==> config.mk <==
export PLATFORM = sky130hd
export DESIGN_NAME = sram_write_packer
export DESIGN_NICKNAME = d
export VERILOG_FILES = /design/src/rtl/sram_write_packer.sv
export SDC_FILE = /design/constraint.sdc
export NUM_CORES = 1
export LEC_CHECK = 0
export BUFFER_PORTS_ARGS = -buffer_cell sky130_fd_sc_hd__buf_2
export CORE_UTILIZATION = 50
export DETAILED_ROUTE_END_ITERATION = 16
export GPL_ROUTABILITY_DRIVEN = 0
export PLACE_DENSITY = 0.72
export SETUP_SLACK_MARGIN = 0.5
export SLEW_MARGIN = 30
export SYNTH_ARGS = -nofsm -noshare
export SYNTH_HDL_FRONTEND = slang
export SYNTH_SLANG_ARGS = --single-unit
==> constraint.sdc <==
create_clock -name clock -period 2.5 [get_ports clock]
set_input_delay 0.25 -clock clock [delete_from_list [all_inputs] [get_ports clock]]
set_output_delay 0.25 -clock clock [all_outputs]
set_load 0.05 [all_outputs]
==> src/rtl/sram_write_packer.sv <==
// Packs 8-bit pixels into four-pixel {mask, addr, data} SRAM write commands, one frame per start/done handshake.
// Latency: the command is registered on the edge that accepts the 4th pixel; sustains 1 pixel per cycle.
// Backpressure: single-entry output register; only the 4th pixel of a word waits for it to be free or draining.
module sram_write_packer #(
  parameter int          N_PIXEL   = 480000,
  parameter logic [17:0] BASE_ADDR = 18'd0
) (
  input  logic        clock,
  input  logic        reset,
  input  logic        start,
  output logic        start_ack,
  output logic        done,
  input  logic        done_ack,
  input  logic [7:0]  din,
  input  logic        din_valid,
  output logic        din_ready,
  output logic [53:0] dout,
  output logic        valid,
  input  logic        ready
);

  // One extra bit so a frame of exactly 2^18 words can still be counted to completion.
  localparam logic [18:0] N_WORDS = 19'(N_PIXEL / 4);

  typedef enum logic [2:0] {IDLE, ACK, RUN, DONE, DACK} state_t;

  state_t      state;
  state_t      state_n;
  logic [1:0]  lane;
  logic [18:0] wcnt;
  logic [7:0]  pix0;
  logic [7:0]  pix1;
  logic [7:0]  pix2;
  logic        take;
  logic        load;
  logic        last_taken;

  // Lanes 0-2 always have room; lane 3 needs the output register free or emptying this cycle.
  assign din_ready  = (state == RUN) && (wcnt < N_WORDS) &&
                      ((lane != 2'd3) || !valid || ready);
  assign take       = din_valid && din_ready;
  assign load       = take && (lane == 2'd3);
  // Once every word has been loaded, the word still in the register is the last one.
  assign last_taken = (wcnt == N_WORDS) && valid && ready;

  // Next-state logic for the start/run/done handshake sequence.
  always_comb begin
    state_n = state;
    unique case (state)
      IDLE:    if (start)      state_n = ACK;
      ACK:     if (!start)     state_n = RUN;
      RUN:     if (last_taken) state_n = DONE;
      DONE:    if (done_ack)   state_n = DACK;
      DACK:    if (!done_ack)  state_n = IDLE;
      default:                 state_n = IDLE;
    endcase
  end

  // State register with handshake outputs registered from the next state.
  always_ff @(posedge clock or negedge reset) begin
    if (!reset) begin
      state     <= IDLE;
      start_ack <= 1'b0;
      done      <= 1'b0;
    end else begin
      state     <= state_n;
      start_ack <= (state_n == ACK);
      done      <= (state_n == DONE);
    end
  end

  // Pixel lanes, word counter and the single-entry output command register.
  always_ff @(posedge clock or negedge reset) begin
    if (!reset) begin
      lane  <= 2'd0;
      wcnt  <= 19'd0;
      pix0  <= 8'd0;
      pix1  <= 8'd0;
      pix2  <= 8'd0;
      dout  <= 54'd0;
      valid <= 1'b0;
    end else begin
      if ((state == ACK) && (state_n == RUN)) begin
        lane <= 2'd0;
        wcnt <= 19'd0;
      end else if (take) begin
        case (lane)
          2'd0:    pix0 <= din;
          2'd1:    pix1 <= din;
          2'd2:    pix2 <= din;
          default: ;
        endcase
        if (lane == 2'd3) begin
          lane <= 2'd0;
          wcnt <= wcnt + 19'd1;
        end else begin
          lane <= lane + 2'd1;
        end
      end

      // A new load wins over draining, so valid stays high back-to-back.
      if (load) begin
        dout  <= {4'hF, BASE_ADDR + wcnt[17:0], din, pix2, pix1, pix0};
        valid <= 1'b1;
      end else if (valid && ready) begin
        valid <= 1'b0;
      end
    end
  end

endmodule

## Yosys cells after proc, flatten, opt, wreduce, memory -nomap -nowiden

Cells that the tools add are included.

| cells by class | value |
|---|---|
| add/subtract/negate cells | 2 |
| order comparisons | 1 |
| equal/unequal tests | 12 |
| mux-type cells | 14 |
| bitwise logic cells | 1 |
| reductions and logical operators | 20 |

Operators with widths:

| kind | count |
|---|---|
| $mux 19 | 3 |
| $add 19x1->19 const B | 1 |
| $eq 19x17->1 const B | 1 |
| $lt 19x17->1 const B | 1 |
| $mux 3 | 5 |
| $pmux 3 s5 | 1 |
| $eq 3x2->1 const B | 4 |
| $reduce_and 3->1 | 3 |
| $logic_and 1x1->1 | 8 |
| $eq 3x1->1 const B | 2 |
| $mux 2 | 3 |
| $reduce_bool 2->1 | 3 |
| $eq 2x2->1 const B | 2 |
| $eq 3x3->1 const B | 1 |
| $logic_not 3->1 | 1 |
| $add 2x1->2 const B | 1 |
| $eq 2x1->1 const B | 1 |
| $logic_not 2->1 | 1 |
| $logic_or 1x1->1 | 2 |
| $mux 1 | 2 |
| $ne 2x2->1 const B | 1 |
| $reduce_and 2->1 | 1 |
| $logic_not 1->1 | 1 |
| $not 1->1 | 1 |

| word-level totals | value |
|---|---|
| register bits after elaboration | 102 |
| input bits | 14 |
| output and inout port bits | 58 |

## Longest topological paths before layout

Gate-level depths: netlist of the first run.

| depth | value |
|---|---|
| depth in word-level cells | 9 |
| mapped depth | 8 |
| mapped depth without buffers | 6 |

## Worst setup path before layout of the first run

OpenSTA, ideal clock, no wires.

| timing path | value |
|---|---|
| kind | flip-flop to flip-flop |
| start point | reg wcnt[7] |
| end point | reg pix2[0] |
| setup time | 0.125 ns |
| arrival time | 2.733 ns |
| required time | 2.375 ns |
| path slack | -0.358 ns |
| stages on the path, launching flop included | 8 |
| buffers on the path | 2 |
| clock period less this slack | 2.858 ns |
| cells stage by stage | dfrtp_1 a211o_1 a221o_1 buf_2 a21oi_1 and3_1 buf_2 mux2_2 |

RTL lines:

| element | RTL line | source |
|---|---|---|
| start, declared | 30 | `logic [18:0] wcnt;` |
| start signal, assigned | 95 | `wcnt <= wcnt + 19'd1;` |
| $lt 19x17->1 | 39 | `assign din_ready = (state == RUN) && (wcnt < N_WORDS) &&` |
| $logic_and 1x1->1 (2 in series) | 39 |  |
| via din_ready | 16 | `output logic din_ready,` |
| $logic_and 1x1->1 | 41 | `assign take = din_valid && din_ready;` |
| $reduce_and 3->1 (no line) | - |  |
| end signal, assigned | 90 | `2'd2: pix2 <= din;` |
| end, declared | 33 | `logic [7:0] pix2;` |

The timed path passes the listed nets, and every way through them passes these cells.
A chain may end at the register's enable or synchronous reset.

## Final worst setup path of the first run

| timing path | value |
|---|---|
| start point | reg wcnt[7] |
| end point | reg dout[44] |

| between the ends | value |
|---|---|
| longest elaborated chain between the ends | 5 |

RTL lines:

| element | RTL line | source |
|---|---|---|
| $lt 19x17->1 | 39 |  |
| $logic_and 1x1->1 (2 in series) | 39 |  |
| $logic_and 1x1->1 | 41 |  |
| $logic_and 1x1->1 | 42 | `assign load = take && (lane == 2'd3);` |
| end signal, assigned | 103 | `dout <= {4'hF, BASE_ADDR + wcnt[17:0], din, pix2, pix1, pix0};` |
| end, declared | 17 | `output logic [53:0] dout,` |

No other way between the ends.

==> reports/summary.txt, run 1 <==
status = finished, final reports clean
non-filler cells, final = 628
FF-to-FF End = dout[44]
initial core utilization = 51.9%
period utilisation layout = 89.4%
XOR/XNOR Fraction of Synth Area = 0.813%
die width = 94.9 microns
footprint of the multi-input gates = 1900 sq um
area leader, netlist = dfrtp_1
clock sinks = 102
element type at the critical path end = flip-flop
root buffer cell = clkbuf_8
Slew Viols, Final = 0
Core Area = 8300 sq um
Compound-Gate Fraction of Synth Area = 5.20%
Worst-path clk slew = 0.09 ns
largest family of logic cells by synthesized area = simple AND/OR/NAND/NOR gates
Register-to-Register Path Depth = 9
unrepaired setup endpoints after global routing = true
DRC Markers = 0
Crit path max-delay family = compound AO/OA/AOI/OAI gates
Hold Vio Cnt, Final = 0
Layout area overhead = 29.2%
Yosys Warn Count = 0
Longest Clk Path Bufs = 2
most frequent cell after synthesis = nand2_1
sequential share of the synthesized area = 59.2%
Antenna Cells = 0
Slowest-stage cell, CP = a221o_2
# setup viols final = 0
fillers = 611
max cap viols = 0
Worst Hold Class = in -> reg
htree depth = 3
R2R Path Start = wcnt[7]
Post-synth EDFFs = 0
P_leak = 2.94 nW
internal power = 3.18 mW
CP endpoint = dout[44]
power share of the clock group = 16.8%
share of layout cells above drive strength 1 = 36.9%
critical path data required time = 2.82 ns
Switching Share = 43.5%
die height = 94.9 microns
WL final = 10.9 mm
Clock Latency Late Sink = 0.38 ns
net count after synthesis = 447
# placed instances = 591
Fin Setup TNS = 0 ns
Least-Margin Pin Slew = 0.525 ns
Stages on worst setup path = 9
Initial DRC Count = 239
Post-DP HPWL = 6.25 mm
Worst path max stage delay = 0.44 ns
row count = 33
fin nets = 538
crit path DAT = 2.55 ns
Buf/Inv on CP = 4
Synth Instances = 427
CTS Buf Count = 9
GRT overflow = 0
pin count of the biggest net entering global routing = 68
Synth top area share = 59.2%
type of origin of the critical path = flip-flop
NetSw = 2.45 mW
drt pass-1 iters = 5
Main synth FF type = dfrtp_1
crit-path most repeated cell = buf_4
Post-Syn Area = 4310 sq um
cells along the critical path = a211o_1 > a221o_2 > buf_6 > a211oi_4 > buf_4 > buf_4 > buf_4 > nand2_1 > nand2_1
Post-Synth Adder-Cell Area = 1.74%
Final min period = 2.23 ns
fmax = 448 MHz
vias per cell = 5.49
GRT Total Usage = 24.0%
Synth cell types = 38
IO Port Bufs = 71
Crit Path Class = reg -> reg
first-pass GRT wire length = 16.2 mm
crit path max fanout = 7
Avg WL per Cell = 17.3 microns
Reg power frac = 43.4%
largest cells by area after synthesis = dfrtp_1 59%, nand2_1 14%, mux2_2 6.3%
combinational share of power = 39.8%
Setup Skew = 0.0126 ns
Ports = 72
top cells by count, synth = 158 x nand2_1, 102 x dfrtp_1, 24 x mux2_2
die area = 9000 sq um
vias in the first global route = 3275
Routed Antenna Nets = 0
via count = 3450
critical path launch point = wcnt[7]
reg-to-reg slack, setup = 0.27 ns
CTS tree = yes
IR drop worst, VDD = 614 uV
hold path depth = 2
PwrDens = 1010 nW/um^2
Max-slew headroom = 64.7%
Sequential cell area = 2550 sq um
antenna violations before repair = 0
Async SR Flop Fraction = 100%
#FFs+latches synth = 102
syn avg cell area = 10.1 sq um
final hold slack = 0.0752 ns
post-synthesis mux area share = 7.20%
simple logic cell fraction of the synthesized area = 22.7%
## metrics by stage
stage	instance area, sq um	util [%]	setup WS [ns]	total power, mW
after global placement	4830	58.2	0.226	4.43
final	5570	67.1	0.266	5.62
after global routing	5570	67.1	0.193	5.92
after detailed placement	4830	58.2	0.149	4.49
after floorplan	4360	-	0.225	3.98
after CTS	5300	63.9	0.327	5.54
## power groups by stage
stage               clock, mW  sequential [mW]  combinational (mW)
detailed placement          0             2.42                2.07
global route             1.03             2.51                2.39
floorplan                   0             3.17               0.805
global placement            0             2.41                2.02
finish                  0.946             2.44                2.24
CTS                     0.961             2.40                2.18
## area by class of cell
class	instances	share of cell area, %
multi-input cells	294	34.1
well taps	105	2.36
repair buffers	103	14.0
clock buffers	10	2.29
flip-flops and latches	102	45.8
inverters	8	0.539
clock inverters	6	0.854
## kinds of logic after synthesis
family / after synthesis
AO/OA/AOI/OAI: 36
XOR/XNOR: 4
adder cells (fa/ha/maj): 6
buffers and inverters: 31
flip-flops: 102
multiplexers: 28
AND/OR/NAND/NOR: 220
## state kept, by name, indices dropped and copies added, names as in the netlist, 2 cells and up
signal,cells
pix0,8
pix2,8
pix1,8
lane,2
state,3
wcnt,19
dout,51
## per-layer routing
metal / part of all wire (%) / vias up / routed length [microns] / GRT usage [%]
li1: - / 1594 / - / -
met1: 45 / 1696 / 4860 / 34.1
met2: 47 / 135 / 5140 / 35.7
met3: 5.8 / 25 / 635 / 4.51
met4: 2.2 / 0 / 243 / 11.4
met5: 0 / - / 0 / 0
## timing repair
| action | CTS | global route |
|---|---|---|
| endpoints found under the hold margin | 35 | 0 |
| gates cloned | 3 | 3 |
| gates resized for setup | 32 | 50 |
| pin swaps | 18 | 35 |
| setup buffers | 11 | 3 |
| setup endpoints to repair | 87 | 94 |
| hold buffers | 1 | 0 |
## how the worst min path moves through the flow
stage          startpoint       end
6_report            ready     valid
5_1_grt             ready     valid
4_1_cts          done_ack  state[1]
3_5_place_dp        reset  wcnt[14]
3_3_place_gp        reset  wcnt[14]
2_1_floorplan       reset      done
## cells in the final DEF, fill, tap and decap left out, drive strengths merged, types with 2 or more instances in the layout
cell type,instances
a211o,2
a211oi,3
a21oi,13
and2,7
and3,4
and4,3
buf,98
bufbuf,2
clkbuf,12
clkinvlp,4
dfrtp,102
ha,6
inv,9
mux2,24
mux2i,4
nand2,158
nand2b,6
nand3,6
nand3b,2
nand4,8
nor2,6
nor2b,2
nor3,4
nor4,2
o21ai,9
o31ai,4
or3,7
xnor2,4
Note: power is estimated with default switching activity, not from simulation.
==> run 2, diff against run 1 <==
--- a/config.mk
+++ b/config.mk
@@ -5,11 +5,11 @@
 export SDC_FILE = /design/constraint.sdc
 export NUM_CORES = 1
 export LEC_CHECK = 0
-export BUFFER_PORTS_ARGS = -buffer_cell sky130_fd_sc_hd__buf_2
-export CORE_UTILIZATION = 50
+export CORE_UTILIZATION = 53
 export DETAILED_ROUTE_END_ITERATION = 16
+export DONT_BUFFER_PORTS = 1
 export GPL_ROUTABILITY_DRIVEN = 0
-export PLACE_DENSITY = 0.72
+export PLACE_DENSITY = 0.68
 export SETUP_SLACK_MARGIN = 0.5
 export SLEW_MARGIN = 30
 export SYNTH_ARGS = -nofsm -noshare
==> run 2 against run 1 <==
  * The flow now finishes with violations (hold timing)
  * Largest cell class unchanged
  * Core utilization fell by 0.23 points
  * Fmax rose by 1.9%
  * Global-route usage decreased by 0.69 points
  * Hold slack got worse by 0.51 ns
  * Sequential cell count is the same
  * Critical path type unchanged
  * First-iteration DRC count decreased by 10%
  * Critical path depth up 1
  * Final area is 6.2% lower
==> reports/summary.txt, run 2 (synthesis results as in run 1) <==
status = finished, violations left
failing checks = hold timing
reg-to-reg slack, setup = 0.31 ns
Avg WL per Cell = 17.9 microns
period utilisation layout = 87.7%
Final min period = 2.19 ns
initial core utilization = 55.2%
Setup Skew = 0.0147 ns
antenna violations before repair = 0
Antenna Cells = 0
FF-to-FF End = dout[22]
GRT Total Usage = 23.4%
fmax = 456 MHz
Crit Path Class = reg -> reg
R2R Path Start = wcnt[6]
root buffer cell = clkbuf_8
Core Area = 7810 sq um
die width = 92.2 microns
P_leak = 2.59 nW
largest register by flop count = dout
Worst-path clk slew = 0.10 ns
element type at the critical path end = flip-flop
vias per cell = 5.55
IR drop worst, VDD = 684 uV
combinational share of power = 19.6%
crit-path most repeated cell = buf_6
Least-Margin Pin Slew = 0.619 ns
PwrDens = 1040 nW/um^2
Clock Latency Late Sink = 0.37 ns
fillers = 616
critical path launch point = wcnt[6]
Switching Share = 42.7%
max cap viols = 0
final hold slack = -0.433 ns
share of layout cells above drive strength 1 = 21.2%
biggest regs = dout x51, wcnt x19
unrepaired setup endpoints after global routing = true
Area after DPL = 4460 sq um
Initial DRC Count = 214
Layout area overhead = 21.2%
Buf/Inv on CP = 5
commonest cells after routing, fill and taps aside = 154 x nand2_1, 96 x dfrtp_1, 16 x mux2_2
clock sinks = 102
Routed Antenna Nets = 0
NetSw = 2.32 mW
row count = 32
IO Port Bufs = 0
Longest Clk Path Bufs = 2
via count = 3138
Sequential cell area = 2560 sq um
Stages on worst setup path = 10
cells along the critical path = a211o_1 > a221o_1 > buf_6 > buf_6 > a211oi_4 > buf_6 > buf_6 > buf_16 > nand2_1 > nand2_1
Crit path max-delay family = compound AO/OA/AOI/OAI gates
# placed instances = 519
design area = 5220 sq um
Register-to-Register Path Depth = 10
CTS tree = yes
non-filler cells, final = 565
crit path max fanout = 6
Max-slew headroom = 58.8%
Post-DP HPWL = 5.92 mm
fin nets = 478
vias in the first global route = 3056
GRT overflow = 0
first-pass GRT wire length = 15.1 mm
type of origin of the critical path = flip-flop
commonest non-fill, non-tap cell in the layout = nand2_1
die height = 92.2 microns
Slew Viols, Final = 0
worst setup margin = 0.308 ns
critical path data required time = 2.80 ns
WL final = 10.1 mm
Fin Setup TNS = 0 ns
CTS Buf Count = 9
Slowest-stage cell, CP = dfrtp_2
internal power = 3.11 mW
pin count of the biggest net entering global routing = 103
Hold Vio Cnt, Final = 102
crit path DAT = 2.50 ns
# setup viols final = 0
die area = 8500 sq um
Ports = 72
CP endpoint = dout[22]
Largest register FFs = 51
DRC Markers = 0
drt pass-1 iters = 5
htree depth = 3
Worst path max stage delay = 0.42 ns
footprint of the multi-input gates = 1760 sq um
power share of the clock group = 19.8%
Setup WS pre-CTS = 0.167 ns
Reg power frac = 60.7%
Worst Hold Class = in -> async
hold_buf cts = 10
==> run 2: power groups by stage <==
stage,Sequential (mW),Combinational (mW),Clock [mW]
after detailed placement,3.31,0.906,0
after global placement,3.29,0.864,0
after floorplan,3.17,0.805,0
after global routing,3.35,1.17,1.16
after CTS,3.28,0.995,1.09
final,3.29,1.06,1.07
==> run 2: cell type report <==
cell class,instances,share of cell area [%]
Multi-Input combinational cell,294,33.6
Clock inverter,6,1.51
Clock buffer,10,2.44
Sequential cell,102,49.0
Timing Repair Buffer,43,10.4
Tap cell,102,2.44
Inverter,8,0.575
==> run 2: timing repair <==
| action | 4_1_cts | 5_1_grt |
|---|---|---|
| endpoints found under the setup margin | 88 | 90 |
| pin swaps | 3 | 20 |
| buffers inserted | 7 | 6 |
| cloned | 2 | 5 |
| gates resized for setup | 25 | 30 |
| endpoints found under the hold margin | 112 | 102 |
==> run 2: metrics by stage <==
step,utilization [%],power [mW],hold slack [ns]
finish,66.9,5.43,-0.433
global route,66.9,5.68,-0.469
global placement,57.2,4.15,-0.0415
CTS,63.4,5.37,-0.451
floorplan,-,3.98,-0.0456
detailed placement,57.2,4.21,-0.0433
==> run 2: per-layer routing <==
| layer | up-vias | part of all wire (%) | global-route usage [%] |
|---|---|---|---|
| li1 | 1469 | - | - |
| met1 | 1567 | 44 | 32.4 |
| met2 | 96 | 48 | 35.3 |
| met3 | 6 | 7.0 | 7.21 |
| met4 | 0 | 0.75 | 7.03 |
| met5 | - | 0 | 0 |
==> run 2: worst min-delay path by stage <==
stage                from  endpoint  slack [ns]  cells after the start
floorplan           reset      done       -0.05                      0
global placement    reset  dout[43]       -0.04                      0
detailed placement  reset  dout[44]       -0.04                      0
CTS                 reset  dout[15]       -0.45                      0
global route        reset  dout[15]       -0.47                      0
finish              reset  dout[42]       -0.43                      0
==> run 2: worst register-to-register path, stage by stage, from the launching register on <==
cell and delay (ns):
dfrtp_2 0.42, a211o_1 0.29, a221o_1 0.38, buf_6 0.16, buf_6 0.11, a211oi_4 0.23, buf_6 0.18, buf_6 0.13
buf_16 0.11, nand2_1 0.06, nand2_1 0.06
